--- src/rtl/hipass_obu.sv ---
// ============================================================================
// Module   : hipass_obu
// Brief    : Toll on-board unit: answers a gate request with the card code,
//            deducts the fare on gate acknowledge, manages top-ups and a beep.
// Revision : 1.0 - initial release
// ============================================================================
`default_nettype none

module hipass_obu #(
    parameter int RESP_DELAY  = 2,
    parameter int HOLD_CYCLES = 4,
    parameter int ACK_TIMEOUT = 16,
    parameter int BEEP_CYCLES = 8
) (
    input  logic       clk,
    input  logic       rst,
    input  logic       gate_req,
    input  logic       gate_ack,
    input  logic       card_present,
    input  logic [3:0] card_id,
    input  logic       load_en,
    input  logic [7:0] load_val,
    input  logic [7:0] fare,
    output logic [3:0] hipass_out,
    output logic       tx_busy,
    output logic [7:0] balance,
    output logic       paid,
    output logic       low_bal,
    output logic       beep
);

    localparam int MAX_AB = (RESP_DELAY > HOLD_CYCLES) ? RESP_DELAY : HOLD_CYCLES;
    localparam int MAX_C  = (MAX_AB > ACK_TIMEOUT) ? MAX_AB : ACK_TIMEOUT;
    localparam int CNT_W  = $clog2(MAX_C + 1);
    localparam int BEEP_W = $clog2(BEEP_CYCLES + 1);

    localparam logic [CNT_W-1:0]  DELAY_LAST = CNT_W'(RESP_DELAY - 1);
    localparam logic [CNT_W-1:0]  HOLD_LAST  = CNT_W'(HOLD_CYCLES - 1);
    localparam logic [CNT_W-1:0]  ACK_LAST   = CNT_W'(ACK_TIMEOUT - 1);
    localparam logic [BEEP_W-1:0] BEEP_LOAD  = BEEP_W'(BEEP_CYCLES);

    typedef enum logic [2:0] {
        S_IDLE     = 3'd0,
        S_DELAY    = 3'd1,
        S_SEND     = 3'd2,
        S_WAIT_ACK = 3'd3,
        S_COOLDOWN = 3'd4
    } state_t;

    state_t              state_q, state_d;
    logic [CNT_W-1:0]    cnt_q, cnt_d;
    logic [3:0]          code_q, code_d;
    logic [7:0]          balance_q, balance_d;
    logic                paid_q, paid_d;
    logic [BEEP_W-1:0]   beep_cnt_q, beep_cnt_d;
    logic                gate_req_q;

    logic                req_rise;
    logic                card_ok;
    logic                abort;
    logic                ack_take;
    logic [8:0]          load_sum;
    logic [7:0]          base_bal;

    assign req_rise = gate_req & ~gate_req_q;
    assign card_ok  = card_present && (card_id != 4'h0) && (card_id != 4'hF);
    assign abort    = ~gate_req | ~card_present;

    // Top-up saturates; a same-cycle deduction is taken from the topped-up value.
    assign load_sum = {1'b0, balance_q} + {1'b0, load_val};
    assign base_bal = load_en ? (load_sum[8] ? 8'hFF : load_sum[7:0]) : balance_q;

    always_comb begin
        state_d    = state_q;
        cnt_d      = cnt_q;
        code_d     = code_q;
        balance_d  = base_bal;
        paid_d     = 1'b0;
        beep_cnt_d = (beep_cnt_q != '0) ? (beep_cnt_q - BEEP_W'(1)) : '0;
        ack_take   = 1'b0;

        case (state_q)
            S_IDLE: begin
                if (req_rise && card_ok && (balance_q >= fare)) begin
                    state_d = S_DELAY;
                    cnt_d   = '0;
                    code_d  = card_id;
                end
            end
            S_DELAY: begin
                if (abort) begin
                    state_d = S_IDLE;
                    cnt_d   = '0;
                end else if (cnt_q == DELAY_LAST) begin
                    state_d = S_SEND;
                    cnt_d   = '0;
                end else begin
                    cnt_d = cnt_q + CNT_W'(1);
                end
            end
            S_SEND: begin
                if (abort) begin
                    state_d = S_IDLE;
                    cnt_d   = '0;
                end else if (gate_ack) begin
                    ack_take = 1'b1;
                    state_d  = S_COOLDOWN;
                    cnt_d    = '0;
                end else if (cnt_q == HOLD_LAST) begin
                    state_d = S_WAIT_ACK;
                    cnt_d   = '0;
                end else begin
                    cnt_d = cnt_q + CNT_W'(1);
                end
            end
            S_WAIT_ACK: begin
                if (gate_ack) begin
                    ack_take = 1'b1;
                    state_d  = S_COOLDOWN;
                    cnt_d    = '0;
                end else if (cnt_q == ACK_LAST) begin
                    state_d = S_COOLDOWN;
                    cnt_d   = '0;
                end else begin
                    cnt_d = cnt_q + CNT_W'(1);
                end
            end
            S_COOLDOWN: begin
                if (!gate_req) begin
                    state_d = S_IDLE;
                end
            end
            default: begin
                state_d = S_IDLE;
                cnt_d   = '0;
            end
        endcase

        if (ack_take && (base_bal >= fare)) begin
            balance_d  = base_bal - fare;
            paid_d     = 1'b1;
            beep_cnt_d = BEEP_LOAD;
        end
    end

    always_ff @(posedge clk or negedge rst) begin
        if (!rst) begin
            state_q    <= S_IDLE;
            cnt_q      <= '0;
            code_q     <= 4'h0;
            balance_q  <= 8'h00;
            paid_q     <= 1'b0;
            beep_cnt_q <= '0;
            gate_req_q <= 1'b0;
        end else begin
            state_q    <= state_d;
            cnt_q      <= cnt_d;
            code_q     <= code_d;
            balance_q  <= balance_d;
            paid_q     <= paid_d;
            beep_cnt_q <= beep_cnt_d;
            gate_req_q <= gate_req;
        end
    end

    assign hipass_out = (state_q == S_SEND) ? code_q : 4'h0;
    assign tx_busy    = (state_q != S_IDLE);
    assign balance    = balance_q;
    assign paid       = paid_q;
    assign low_bal    = (balance_q < fare);
    assign beep       = (beep_cnt_q != '0);

endmodule

`default_nettype wire

--- config.mk ---
export PLATFORM = sky130hd
export DESIGN_NAME = hipass_obu
export DESIGN_NICKNAME = d
export VERILOG_FILES = /design/src/rtl/hipass_obu.sv
export SDC_FILE = /design/constraint.sdc
export NUM_CORES = 1
export LEC_CHECK = 0
export CELL_PAD_IN_SITES_DETAIL_PLACEMENT = 1
export CELL_PAD_IN_SITES_GLOBAL_PLACEMENT = 1
export CORE_MARGIN = 3
export CORE_UTILIZATION = 37
export CTS_BUF_LIST = sky130_fd_sc_hd__clkbuf_2 sky130_fd_sc_hd__clkbuf_4 sky130_fd_sc_hd__clkbuf_8
export DETAILED_ROUTE_END_ITERATION = 10
export PLACE_DENSITY_LB_ADDON = 0.1
export SLEW_MARGIN = 0
export SYNTH_ARGS = -nofsm -noshare
export SYNTH_HDL_FRONTEND = slang
export SYNTH_SLANG_ARGS = --single-unit
--- constraint.sdc ---
create_clock -name clk -period 3.5 [get_ports clk]
set_input_delay 0.7 -clock clk [delete_from_list [all_inputs] [get_ports clk]]
set_output_delay 0.7 -clock clk [all_outputs]
set_load 0.01 [all_outputs]
## Yosys cells after proc, flatten, opt, wreduce, memory -nomap -nowiden

Index checks and enable logic that the tools add are counted.

| storage, ports and cells | value |
|---|---|
| flip-flop bits (word level) | 26 |
| word-level logic and storage cells | 74 |
| bits of input ports | 26 |
| output and inout bits | 16 |

| operators by class | value |
|---|---|
| reduce and logical (&&, ||, !) cells | 12 |
| multiplexer cells | 29 |
| $add $sub $neg | 4 |
| bitwise operators | 6 |
| magnitude comparators | 3 |
| eq/ne operators | 13 |

Operators with widths:

| cell | number |
|---|---|
| 5-bit 2-to-1 mux | 8 |
| 3-bit 2-to-1 mux | 9 |
| 5-bit one-hot mux with 5 select lines | 1 |
| 8-bit 2-to-1 mux | 3 |
| 8-bit greater-or-equal comparator | 2 |
| 3-bit one-hot mux with 5 select lines | 1 |
| 4-bit 2-to-1 mux | 3 |
| 8-bit by 8-bit adder with 9-bit output | 1 |
| 8-bit < comparator | 1 |
| 4-bit inequality test (second input constant) | 2 |
| 4-bit nonzero test | 2 |
| 8-bit subtractor | 1 |
| 3-bit by 2-bit equality test with 1-bit output (second input constant) | 2 |
| 3-bit inequality test (second input constant) | 2 |
| 5-bit by 1-bit adder with 5-bit output (second input constant) | 1 |
| 5-bit by 1-bit equality test with 1-bit output (second input constant) | 1 |
| 5-bit by 2-bit equality test with 1-bit output (second input constant) | 1 |
| 5-bit by 4-bit equality test with 1-bit output (second input constant) | 1 |
| 1-bit logical AND | 5 |
| 5-bit AND reduction | 1 |
| 2-bit inequality test (second input constant) | 2 |
| 1-bit inverter | 4 |
| 2-bit AND reduction | 2 |
| 4-bit by 1-bit subtractor with 4-bit output (second input constant) | 1 |
| other kinds (8) | 10 |

## Depth between registers and ports, before layout

Gate-level depths: netlist of run 1.

| depth | value |
|---|---|
| depth after elaboration | 7 |
| depth in mapped cells | 15 |
| depth with buffers taken out | 15 |

## Least setup slack after synthesis of run 1

No wires, ideal clock.

| timing path | value |
|---|---|
| path kind | input -> register |
| start | input load_val[0] |
| end | register balance_q[6] (netlist: balance[6]) |
| path buffers | 0 |
| slack | -0.384 ns |
| data required time | 3.372 ns |
| cell stages on the path | 14 |
| setup time | 0.128 ns |
| arrival | 3.756 ns |
| cells stage by stage | ha_1 -> fa_1 -> a211oi_1 -> o21bai_1 -> a21oi_1 -> o21ai_1 -> o22a_1 -> ha_1 -> nor2b_1 -> o31a_1 -> o21a_1 -> o21ai_4 -> inv_2 -> mux2_1 |

| between the ends | value |
|---|---|
| word-level cells in the longest chain between the ends | 6 |
| elaborated cells on any way between the ends | 7 |
| those cells by class | 2 x add/sub; 1 x order compare; 3 x mux; 1 x reduce/logical |

RTL lines:

| what | line | source |
|---|---|---|
| start: declaration | 22 | `input logic [7:0] load_val,` |
| 8-bit by 8-bit adder with 9-bit output (*) | 70 | `assign load_sum = {1'b0, balance_q} + {1'b0, load_val};` |
| 8-bit 2-to-1 mux (*) (2 in series) | 71 | `assign base_bal = load_en ? (load_sum[8] ? 8'hFF : load_sum[7:0]) : balance_q;` |
| 8-bit greater-or-equal comparator | 139 | `if (ack_take && (base_bal >= fare)) begin` |
| 1-bit logical AND | 139 |  |
| 8-bit 2-to-1 mux (*) | 139 |  |
| named net balance_d[6] | 53 | `logic [7:0] balance_q, balance_d;` |
| end signal: assignment | 159 | `balance_q <= balance_d;` |
| end: declaration | 53 |  |

The timed path passes the listed nets; every way through them passes the cells marked *.
A chain may end at the register's enable or synchronous reset.

## Worst setup path in the final report of run 1

Same ends and word-level chain as after synthesis.

==> metrics.md, run 1 <==
| Metric | Value |
|---|---|
| Outcome | `complete, but fails checks` |
| Failing checks | `setup timing` |
| Total Routed Length | `6650 um` |
| GPL Wtd Cong | `0.807` |
| Mapped cell area | `2180 um2` |
| RSZ-0062 raised after global routing | `yes` |
| Crit Path Class | `input port to register` |
| Synth top cells by count | `30 x ha_1, 26 x dfrtp_1, 17 x inv_1` |
| Yosys warnings | `0` |
| Power Total | `2.17 mW` |
| CP bufs+invs | `6` |
| Seq/Total Area, Yosys | `29.8%` |
| Slew @ Worst Pin | `0.685 ns` |
| I/O pin count | `42` |
| DR WL/cell | `16.9 um` |
| PwrDens | `651 nW/um2` |
| Area leader, netlist | `dfrtp_1` |
| Share of layout cells above drive strength 1 | `31.4%` |
| Fmax | `283 MHz` |
| Crit. End Element | `register` |
| Arr. time, crit path | `3.70 ns` |
| Synth top area cells | `dfrtp_1 30%, ha_1 17%, xnor2_1 3.2%, a21oi_1 3.0%, inv_1 2.9%` |
| Longest Clk Path Bufs | `2` |
| Die Span Y | `82.8 um` |
| GRT overflow | `0` |
| Global-route wire length before repair | `11000 um` |
| Cell with the most instances after synthesis | `ha_1` |
| # diodes | `0` |
| Final core occ | `59.4%` |
| Vias/cell | `5.34` |
| EDFF count, synth | `0` |
| Filler instances | `646` |
| Cell variety after synth | `48` |
| Setup violators final | `5` |
| CP Max Fanout | `7` |
| Relative slew slack | `54.2%` |
| Row count | `27` |
| Synthesized flop and latch total | `26` |
| Area grow syn2layout | `52.4%` |
| Max VDD drop | `0.283 mV` |
| Clk slew on worst S/H paths | `0.10 ns` |
| Lkg Pwr | `1.47 nW` |
| Synth top area share | `29.8%` |
| CTS buffer count | `3` |
| Total core area | `5610 um2` |
| Slew Viols, Final | `0` |
| Initial antenna violation count | `0` |
| Die area | `6860 um2` |
| Min Tclk post-route | `3.53 ns` |
| Routed Antenna Nets | `0` |
| Crit path max-delay family | `adder cells` |
| Vias post-DR | `2102` |
| Root Buffer | `clkbuf_8` |
| First-pass iteration count of the detailed router | `4` |
| Area used by multi-input combinational logic | `1670 um2` |
| Final cell count without fillers | `394` |
| Register Area | `651 um2` |
| Hold Path Class | `register to register` |
| Final hold vios | `0` |
| Area after DPL | `3010 um2` |
| Syn Inst Count | `229` |
| Dpl cells | `378` |
| Worst-path cell with the longest stage delay | `fa_2` |
| Critical-path cell list | `buf_6, ha_4, fa_2, a211oi_2, o21bai_1, a21oi_2, buf_4, buf_4, nor4b_4, a211oi_2, buf_4, ha_2, nor3_2, nor3_1, buf_4, o21ai_4, clkinv_4, mux2_4` |
| Total of max-cap violations | `0` |
| Post-route cell area | `3330 um2` |
| Asr flop ratio synth | `100%` |
| IO Port Bufs | `41` |
| Data required, critical path | `3.66 ns` |
| Vias in the first global route | `2228` |
| CTS tree | `yes` |
| CTS sink cnt | `26` |
| Top FF cell, synth | `dfrtp_1` |
| Most used cell, CP | `buf_4` |
| # hold bufs at CTS | `0` |
| Clock Latency Late Sink | `0.27 ns` |
| Worst clock skew | `0.00540 ns` |
| Mean Syn Cell Area | `9.54 um2` |
| Initial DRC Count | `36` |
| Crit share post-route | `101%` |
| H-tree depth | `1` |
| Worst Setup Start Kind | `input port` |
| Max stage delay on crit path | `0.39 ns` |
| Layout net count | `381` |
| Syn_nets | `287` |
| # DRC | `0` |
| Largest net degree at the start of global routing | `27` |
| Hold slack final | `0.471 ns` |
| Initial Util | `39.0%` |
| DIE WIDTH | `82.8 um` |
| Global router's overall resource usage | `19.5%` |
| Final WS setup | `-0.0344 ns` |
| HPWL Detailed | `5000 um` |
-- layout make-up --
type	count	share of cell area (%)
clock buffers	4	1.65
inverters	18	2.18
multi-input cells	182	50.1
flip-flops and latches	26	19.5
well taps	72	2.71
repair buffers	92	23.8
-- worst paths after layout --
check | from | endpoint | slack, ns | depth (start not counted)
worst min-delay path | beep_cnt_q[0]$_DFF_PN0_ | beep_cnt_q[0]$_DFF_PN0_ | 0.47 | 1
worst min register to register | beep_cnt_q[0]$_DFF_PN0_ | beep_cnt_q[0]$_DFF_PN0_ | 0.47 | 1
worst max register to register | balance[0]$_DFF_PN0_ | balance[6]$_DFF_PN0_ | 0.03 | 17
worst max-delay path | load_val[0] | balance[6]$_DFF_PN0_ | -0.03 | 18
max in group asynchronous | rst | gate_req_q$_DFF_PN0_ | 2.44 | 2
min in group asynchronous | rst | code_q[0]$_DFFE_PN0P_ | 0.80 | 2
-- cells in the final DEF, fill, tap and decap left out, types with 4 or more instances in the layout --
cell type / instances
a21o_1: 4
a21oi_1: 12
and2_1: 4
buf_4: 50
clkbuf_8: 4
clkdlybuf4s50_1: 35
dfrtp_1: 26
ha_1: 20
ha_4: 7
inv_1: 17
mux2_2: 5
mux2_4: 5
nand2_1: 11
nand2b_1: 4
nor2_1: 14
nor3_1: 4
o21a_1: 4
o21ai_0: 9
o22a_1: 5
xnor2_1: 8
-- flip-flops by register name, indices dropped and copies added (netlist names) --
name	flops
state_q	3
balance	8
gate_req_q	1
code_q	4
beep_cnt_q	4
cnt_q	5
paid	1
-- what timing repair did --
action	4_1_cts	5_1_grt
resized for setup	29	17
setup endpoints to repair	14	13
pin swaps	17	20
buffers inserted	8	4
-- kinds of logic (layout without fill, tap and decap cells) --
family | after synthesis | in the layout | synth area share [%]
compound gates | 65 | 65 | 20.9
flops | 26 | 26 | 29.8
fa+ha+maj | 32 | 32 | 19.0
simple gates | 62 | 62 | 14.8
xor+xnor | 11 | 11 | 4.41
mux | 12 | 12 | 6.76
buf+inv | 21 | 114 | 4.30
-- through the flow --
step	setup TNS [ns]	setup slack, ns
final	-0.0935	-0.0344
after global routing	-1.28	-0.186
after CTS	-0.378	-0.0803
after detailed placement	-8.21	-0.699
after global placement	-6.58	-0.575
after floorplan	-0.272	-0.0862
-- report_power, final --
group          switching, mW  internal, mW  total, mW
Sequential             0.100         0.395      0.495
Clock                 0.0998         0.101      0.200
Combinational          0.653         0.819       1.47
Total                  0.854          1.31       2.17
-- metal layers --
layer	global-route usage (%)	share of wire, %
met1	24.6	44
met5	0	0
met2	35.9	53
met3	1.98	2.1
met4	4.01	1.1
Power figures use the tool's default switching activity.
==> run 2, diff against run 1 <==
- SLEW_MARGIN: 0 -> unset
==> results of run 2 <==
The final DEF is identical to that of run 1; final timing and power are the same.
==> run 3, diff against run 2 <==
- TNS_END_PERCENT: unset -> 100
==> results of run 3 <==
The final DEF is identical to that of run 1; final timing and power are the same.
